[src/rtl/dac_wr_arbiter.sv]
`default_nettype none
// ============================================================================
//  Module   : dac_wr_arbiter
//  Purpose  : Shares one 24-bit SPI DAC master between the Wishbone threshold
//             write and the ch1/ch2 measure controllers. Each frame is
//             {command byte, code}. A frame is sent as a one-cycle write strobe.
//             The arbiter then waits for the SPI master's ready handshake and
//             acknowledges the requester.
//  Revision : 1.0  initial release
// ----------------------------------------------------------------------------
//  Ports
//    wb_clk_i    clock (Wishbone domain)
//    wb_rst_i    synchronous active-high reset
//    wb_wre_i    1-cycle pulse: write wb_code_i to both DAC channels
//    wb_code_i   Wishbone threshold code
//    ch1_req_i   ch1 level request, held until ch1_ack_o
//    ch1_code_i  ch1 code
//    ch2_req_i   ch2 level request, held until ch2_ack_o
//    ch2_code_i  ch2 code
//    ch1_ack_o   1-cycle pulse: ch1 frame completed
//    ch2_ack_o   1-cycle pulse: ch2 frame completed
//    wb_done_o   1-cycle pulse: both Wishbone frames completed
//    wb_pend_o   Wishbone write latched and not yet completed
//    spi_data_o  frame to SPI master
//    spi_wre_o   1-cycle frame write strobe
//    spi_rdy_i   SPI master ready (high = idle)
//    busy_o      FSM not in IDLE
//    err_o       sticky: SPI master never went busy within BUSY_TIMEOUT
// ============================================================================
module dac_wr_arbiter #(
  parameter int              DATA_WIDTH   = 16,
  parameter logic [7:0]      CMD_CH1      = 8'h18,
  parameter logic [7:0]      CMD_CH2      = 8'h19,
  parameter int              BUSY_TIMEOUT = 4
) (
  input  logic                    wb_clk_i,
  input  logic                    wb_rst_i,
  input  logic                    wb_wre_i,
  input  logic [DATA_WIDTH-1:0]   wb_code_i,
  input  logic                    ch1_req_i,
  input  logic [DATA_WIDTH-1:0]   ch1_code_i,
  input  logic                    ch2_req_i,
  input  logic [DATA_WIDTH-1:0]   ch2_code_i,
  output logic                    ch1_ack_o,
  output logic                    ch2_ack_o,
  output logic                    wb_done_o,
  output logic                    wb_pend_o,
  output logic [DATA_WIDTH+7:0]   spi_data_o,
  output logic                    spi_wre_o,
  input  logic                    spi_rdy_i,
  output logic                    busy_o,
  output logic                    err_o
);

  localparam int                 c_CNT_W    = $clog2(BUSY_TIMEOUT + 1);
  // The counter is loaded with 1 in ISSUE. So the last WAIT_BUSY cycle before
  // the timeout is the one where it holds BUSY_TIMEOUT-1. This makes err_o
  // rise exactly BUSY_TIMEOUT cycles after the write strobe.
  localparam logic [c_CNT_W-1:0] c_TMO_LAST = c_CNT_W'(BUSY_TIMEOUT - 1);
  localparam logic [c_CNT_W-1:0] c_TMO_ONE  = c_CNT_W'(1);

  typedef enum logic [2:0] {
    S_IDLE      = 3'd0,
    S_ISSUE     = 3'd1,
    S_WAIT_BUSY = 3'd2,
    S_WAIT_DONE = 3'd3,
    S_DONE      = 3'd4
  } state_t;

  typedef enum logic [1:0] {
    SRC_CH1 = 2'd0,
    SRC_CH2 = 2'd1,
    SRC_WB  = 2'd2
  } src_t;

  state_t                  r_state;
  src_t                    r_src;
  logic                    r_wb_second;   // second (CMD_CH2) frame of a Wishbone pair
  logic                    r_rr_ptr;      // 0: ch1 preferred, 1: ch2 preferred
  logic [c_CNT_W-1:0]      r_tmo_cnt;
  logic                    r_wb_pend;
  logic [DATA_WIDTH-1:0]   r_wb_code;
  logic                    r_wb_requeue;  // write arrived after its pair started
  logic [DATA_WIDTH-1:0]   r_wb_next;
  logic [DATA_WIDTH+7:0]   r_spi_data;
  logic                    r_spi_wre;
  logic                    r_ch1_ack;
  logic                    r_ch2_ack;
  logic                    r_wb_done;
  logic                    r_err;

  logic                    w_gnt_wb;
  logic                    w_gnt_ch1;
  logic                    w_gnt_ch2;
  logic                    w_wb_active;
  logic                    w_complete;

  // Arbitration is only evaluated in IDLE with the SPI master idle.
  always_comb begin
    w_gnt_wb  = 1'b0;
    w_gnt_ch1 = 1'b0;
    w_gnt_ch2 = 1'b0;
    if (r_state == S_IDLE && spi_rdy_i) begin
      if (r_wb_pend) begin
        w_gnt_wb = 1'b1;
      end else if (ch1_req_i && (!ch2_req_i || !r_rr_ptr)) begin
        w_gnt_ch1 = 1'b1;
      end else if (ch2_req_i) begin
        w_gnt_ch2 = 1'b1;
      end
    end
  end

  // Once a Wishbone pair has been granted, its code is in use. A new write
  // then has to queue instead of overwriting the code.
  assign w_wb_active = w_gnt_wb || (r_state != S_IDLE && r_src == SRC_WB);

  // Frame complete: the ready handshake finished, or the timeout expired.
  assign w_complete = (r_state == S_WAIT_DONE && spi_rdy_i) ||
                      (r_state == S_WAIT_BUSY && spi_rdy_i && r_tmo_cnt >= c_TMO_LAST);

  always_ff @(posedge wb_clk_i) begin
    if (wb_rst_i) begin
      r_state      <= S_IDLE;
      r_src        <= SRC_CH1;
      r_wb_second  <= 1'b0;
      r_rr_ptr     <= 1'b0;
      r_tmo_cnt    <= '0;
      r_wb_pend    <= 1'b0;
      r_wb_code    <= '0;
      r_wb_requeue <= 1'b0;
      r_wb_next    <= '0;
      r_spi_data   <= '0;
      r_spi_wre    <= 1'b0;
      r_ch1_ack    <= 1'b0;
      r_ch2_ack    <= 1'b0;
      r_wb_done    <= 1'b0;
      r_err        <= 1'b0;
    end else begin
      r_spi_wre <= 1'b0;
      r_ch1_ack <= 1'b0;
      r_ch2_ack <= 1'b0;
      r_wb_done <= 1'b0;

      // Wishbone write latch
      if (wb_wre_i) begin
        if (w_wb_active) begin
          r_wb_requeue <= 1'b1;
          r_wb_next    <= wb_code_i;
        end else begin
          r_wb_pend    <= 1'b1;
          r_wb_code    <= wb_code_i;
        end
      end

      // Completion pulses become visible during DONE. That is one cycle after
      // ready is seen high again.
      if (w_complete) begin
        r_ch1_ack <= (r_src == SRC_CH1);
        r_ch2_ack <= (r_src == SRC_CH2);
        r_wb_done <= (r_src == SRC_WB) && r_wb_second;
      end

      case (r_state)
        S_IDLE: begin
          if (w_gnt_wb) begin
            r_spi_data  <= {CMD_CH1, r_wb_code};
            r_src       <= SRC_WB;
            r_wb_second <= 1'b0;
            r_spi_wre   <= 1'b1;
            r_state     <= S_ISSUE;
          end else if (w_gnt_ch1) begin
            r_spi_data  <= {CMD_CH1, ch1_code_i};
            r_src       <= SRC_CH1;
            r_rr_ptr    <= 1'b1;
            r_spi_wre   <= 1'b1;
            r_state     <= S_ISSUE;
          end else if (w_gnt_ch2) begin
            r_spi_data  <= {CMD_CH2, ch2_code_i};
            r_src       <= SRC_CH2;
            r_rr_ptr    <= 1'b0;
            r_spi_wre   <= 1'b1;
            r_state     <= S_ISSUE;
          end
        end
        S_ISSUE: begin
          r_tmo_cnt <= c_TMO_ONE;
          r_state   <= S_WAIT_BUSY;
        end
        S_WAIT_BUSY: begin
          if (!spi_rdy_i) begin
            r_state <= S_WAIT_DONE;
          end else if (r_tmo_cnt >= c_TMO_LAST) begin
            // SPI master never went busy: flag it and treat the frame as sent
            r_err   <= 1'b1;
            r_state <= S_DONE;
          end else begin
            r_tmo_cnt <= r_tmo_cnt + c_TMO_ONE;
          end
        end
        S_WAIT_DONE: begin
          if (spi_rdy_i) begin
            r_state <= S_DONE;
          end
        end
        S_DONE: begin
          if (r_src == SRC_WB && !r_wb_second) begin
            // The second frame follows directly, so channels cannot interleave.
            r_spi_data  <= {CMD_CH2, r_wb_code};
            r_wb_second <= 1'b1;
            r_spi_wre   <= 1'b1;
            r_state     <= S_ISSUE;
          end else begin
            if (r_src == SRC_WB) begin
              // Pair finished. Promote any write that queued behind it.
              // A write arriving in this very cycle is the newest one.
              r_wb_pend    <= r_wb_requeue | wb_wre_i;
              r_wb_requeue <= 1'b0;
              if (wb_wre_i) begin
                r_wb_code <= wb_code_i;
              end else if (r_wb_requeue) begin
                r_wb_code <= r_wb_next;
              end
            end
            r_state <= S_IDLE;
          end
        end
        default: begin
          r_state <= S_IDLE;
        end
      endcase
    end
  end

  assign ch1_ack_o  = r_ch1_ack;
  assign ch2_ack_o  = r_ch2_ack;
  assign wb_done_o  = r_wb_done;
  assign wb_pend_o  = r_wb_pend;
  assign spi_data_o = r_spi_data;
  assign spi_wre_o  = r_spi_wre;
  assign busy_o     = (r_state != S_IDLE);
  assign err_o      = r_err;

endmodule
`default_nettype wire

[config.mk]
export PLATFORM = sky130hd
export DESIGN_NAME = dac_wr_arbiter
export DESIGN_NICKNAME = d
export VERILOG_FILES = /design/src/rtl/dac_wr_arbiter.sv
export SDC_FILE = /design/constraint.sdc
export NUM_CORES = 1
export LEC_CHECK = 0
export ABC_CLOCK_PERIOD_IN_PS = 2400
export BUFFER_PORTS_ARGS = -buffer_cell sky130_fd_sc_hd__buf_2
export CAP_MARGIN = 20
export CORE_UTILIZATION = 53
export CTS_CLUSTER_SIZE = 30
export DETAILED_ROUTE_END_ITERATION = 8
export PLACE_DENSITY = 0.8
export SLEW_MARGIN = 20
export SYNTH_ARGS = -nofsm -noshare
export SYNTH_HDL_FRONTEND = slang
export SYNTH_SLANG_ARGS = --single-unit
[constraint.sdc]
create_clock -name wb_clk_i -period 2.4 [get_ports wb_clk_i]
set_input_delay 0.36 -clock wb_clk_i [delete_from_list [all_inputs] [get_ports wb_clk_i]]
set_output_delay 0.36 -clock wb_clk_i [all_outputs]
set_load 0.1 [all_outputs]
==> impl_results.md <==
- Core Box Area: 5960 µm²
- Top cells by area, synth: dfxtp_1, a21oi_1, mux2i_1
- Via count: 3227
- Reg2Reg Setup Slack: 0.17 ns
- CTS tree: yes
- Slew margin rel.: 58.7%
- Area leader, netlist: dfxtp_1
- Post-Route Setup TNS: 0 ns
- Final worst path period share: 92.7%
- Total setup buffers inserted after CTS: 0
- Net count, final: 523
- DR WL/cell: 15.3 µm
- GRT overflow: 0
- CTS clk-pin slew, worst paths: 0.07 ns
- Antenna Nets Post-Route: 0
- First-pass GRT wire length: 13200 µm
- CTS sink cnt: 67
- Hpwl dp: 5670 µm
- Min Tclk post-route: 2.23 ns
- Final WL: 8350 µm
- Hold Violations, Final: 0
- Ant diodes: 0
- Most used DFF post-synth: dfxtp_1
- Synth Register Bits: 67
- VDD IR-drop max: 0.000527 V
- # setup viols final: 0
- Setup slack at placement: 0.158 ns
- Clock skew: 0.00901 ns
- Initial Utilization: 55.4%
- Placement Rows: 28
- Hold EP: r_rr_ptr
- Post-synth EDFFs: 0
- Reg-to-reg endpoint: spi_data_o[11]
- CTS H-tree depth: 3
- Total GRT Usage: 26.1%
- Clock root buffer master: clkbuf_8
- Die Wd: 80.9 µm
- Post-DP Area: 3690 µm²
- Fmax: 449 MHz
- Worst reg2reg path depth: 4
- PD cells: 875 nW/µm²
- R2r startpoint: r_state[0]
- Seq/Total Area, Yosys: 40.7%
- Area growth syn-to-layout: 17.8%
- Final Cell Area: 3880 µm²
- Max FO, Critical Path: 16
- CP Class: flip-flop to flip-flop
- Lkg Pwr: 1.72 nW
- Total power: 3.40 mW
- Layout cell share with drive strength beyond 1: 23.9%
- Slew @ Worst Pin: 0.618 ns
- Distinct cells, synth: 46
- Hold-fix buffers, CTS: 0
- Inserted Clock Buffers: 9
- Worst hold start: ch2_req_i
- Result of the run: finished clean
- YS warnings: 0
- Post-synth top area share: 40.7%
- Most frequent cells in the layout: buf_2, dfxtp_1, a21oi_1
- Antenna violations before repair: 0
- Worst min path class: input port to flip-flop
- Height of the die: 80.9 µm
- Commonest non-fill, non-tap cell in the layout: buf_2
- Final Slew Violations: 0
- First DRT Iteration DRCs: 252
- PnR worst setup slack: 0.174 ns
- TritonRoute pass-1 iters: 5
- Worst setup SP type: flip-flop
- Pin count of the biggest net entering global routing: 35
- # IOs: 85
- MaxCap Viol Count: 0
- Cell count after synthesis: 402
- Critical Path Sink Type: flip-flop
- DRC viols: 0
- Vias/cell: 5.90
- Fraction of registers with async set/reset: 0%
- Vias in the first global route: 2838
- IO buf count: 79
- Clk_lat worst skew: 0.33 ns
- Worst path arrival time: 2.41 ns
- Post-CTS resize count: 0
- GP Congestion: 0.818
- Die area: 6540 µm²
- Syn_area_per_cell: 8.20 µm²
- Hold Path Stages: 2
- CTS Buffer Depth: 2
- RSZ-0062 raised after global routing: false
- Cell Area, Synth: 3300 µm²
- Critical Path RT: 2.59 ns
==> Yosys cell counts (2+ instances only) <==
| library cell | count |
|---|---|
| o21ai_0 | 18 |
| nand2_1 | 7 |
| a211oi_1 | 16 |
| and3_1 | 17 |
| nor4_1 | 18 |
| nand2b_1 | 2 |
| o22ai_1 | 16 |
| buf_4 | 8 |
| mux2i_1 | 17 |
| buf_6 | 3 |
| o21a_1 | 2 |
| a211oi_2 | 2 |
| nor2_1 | 29 |
| inv_1 | 38 |
| o32ai_1 | 16 |
| dfxtp_1 | 67 |
| nor3_1 | 8 |
| nor3b_1 | 4 |
| a21oi_1 | 41 |
| nand3_1 | 16 |
| ha_1 | 2 |
| clkbuf_1 | 22 |
| nor2b_1 | 2 |
| buf_2 | 6 |
| buf_1 | 2 |
| or3_1 | 3 |
==> critical path, stage by stage, from the launching register on <==
cell      delay [ns]
dfxtp_1         0.41
or4b_1          0.52
or3_1           0.63
a211oi_1        0.38
o32ai_1         0.13
==> state kept, by name, indices dropped and copies added, names as in the netlist <==
register	cells
r_state	3
r_tmo_cnt	3
r_wb_second	1
wb_pend_o	1
r_src	2
spi_wre_o	1
r_wb_requeue	1
wb_done_o	1
r_wb_next	16
spi_data_o	18
r_rr_ptr	1
ch1_ack_o	1
err_o	1
r_wb_code	16
ch2_ack_o	1
==> report_power, final <==
part | internal [mW] | switching, mW
Clock | 0.503 | 0.411
Combinational | 0.269 | 0.909
Sequential | 1.22 | 0.0832
==> worst max path at each step <==
stage | from | depth (start not counted) | to
global placement | spi_rdy_i | 5 | spi_data_o[8]
finish | r_state[0] | 4 | spi_data_o[11]
detailed placement | spi_rdy_i | 5 | spi_data_o[11]
CTS | r_state[0] | 4 | spi_data_o[11]
global route | r_state[0] | 4 | spi_data_o[11]
floorplan | r_state[1] | 8 | r_wb_code[10]
==> per-layer routing <==
| layer | track usage (%) | wire length (µm) |
|---|---|---|
| met5 | 0 | 0 |
| met4 | 11.1 | 77 |
| met3 | 5.17 | 658 |
| met2 | 40.4 | 3710 |
| met1 | 35.2 | 3900 |
==> final cells by class <==
type	count	area, µm²
Tap cell	75	93.8
Clock buffer	11	141
Sequential cell	67	1340
Timing Repair Buffer	91	485
Fill cell	512	2070
Multi-Input combinational cell	260	1630
Inverter	38	143
Clock inverter	5	52.6
==> through the flow <==
stage / utilization (%) / hold WS (ns) / instances
2_1_floorplan: - / 0.436 / 406
3_3_place_gp: 62.0 / 0.444 / 531
3_5_place_dp: 62.0 / 0.449 / 531
4_1_cts: 65.2 / 0.284 / 547
5_1_grt: 65.2 / 0.292 / 547
6_report: 65.2 / 0.298 / 547
==> cells by family (layout without fill, tap and decap cells) <==
logic type | Yosys count | count (layout) | synth area share [%]
flip-flops | 67 | 67 | 40.7
adder cells (fa/ha/maj) | 2 | 2 | 0.759
AND/OR/NAND/NOR | 113 | 113 | 18.3
AO/OA/AOI/OAI | 123 | 123 | 24.2
buffers and inverters | 79 | 145 | 10.8
multiplexers | 17 | 17 | 5.16
other | 1 | 5 | 0.114
No activity file was read; power rests on OpenSTA's default activity.
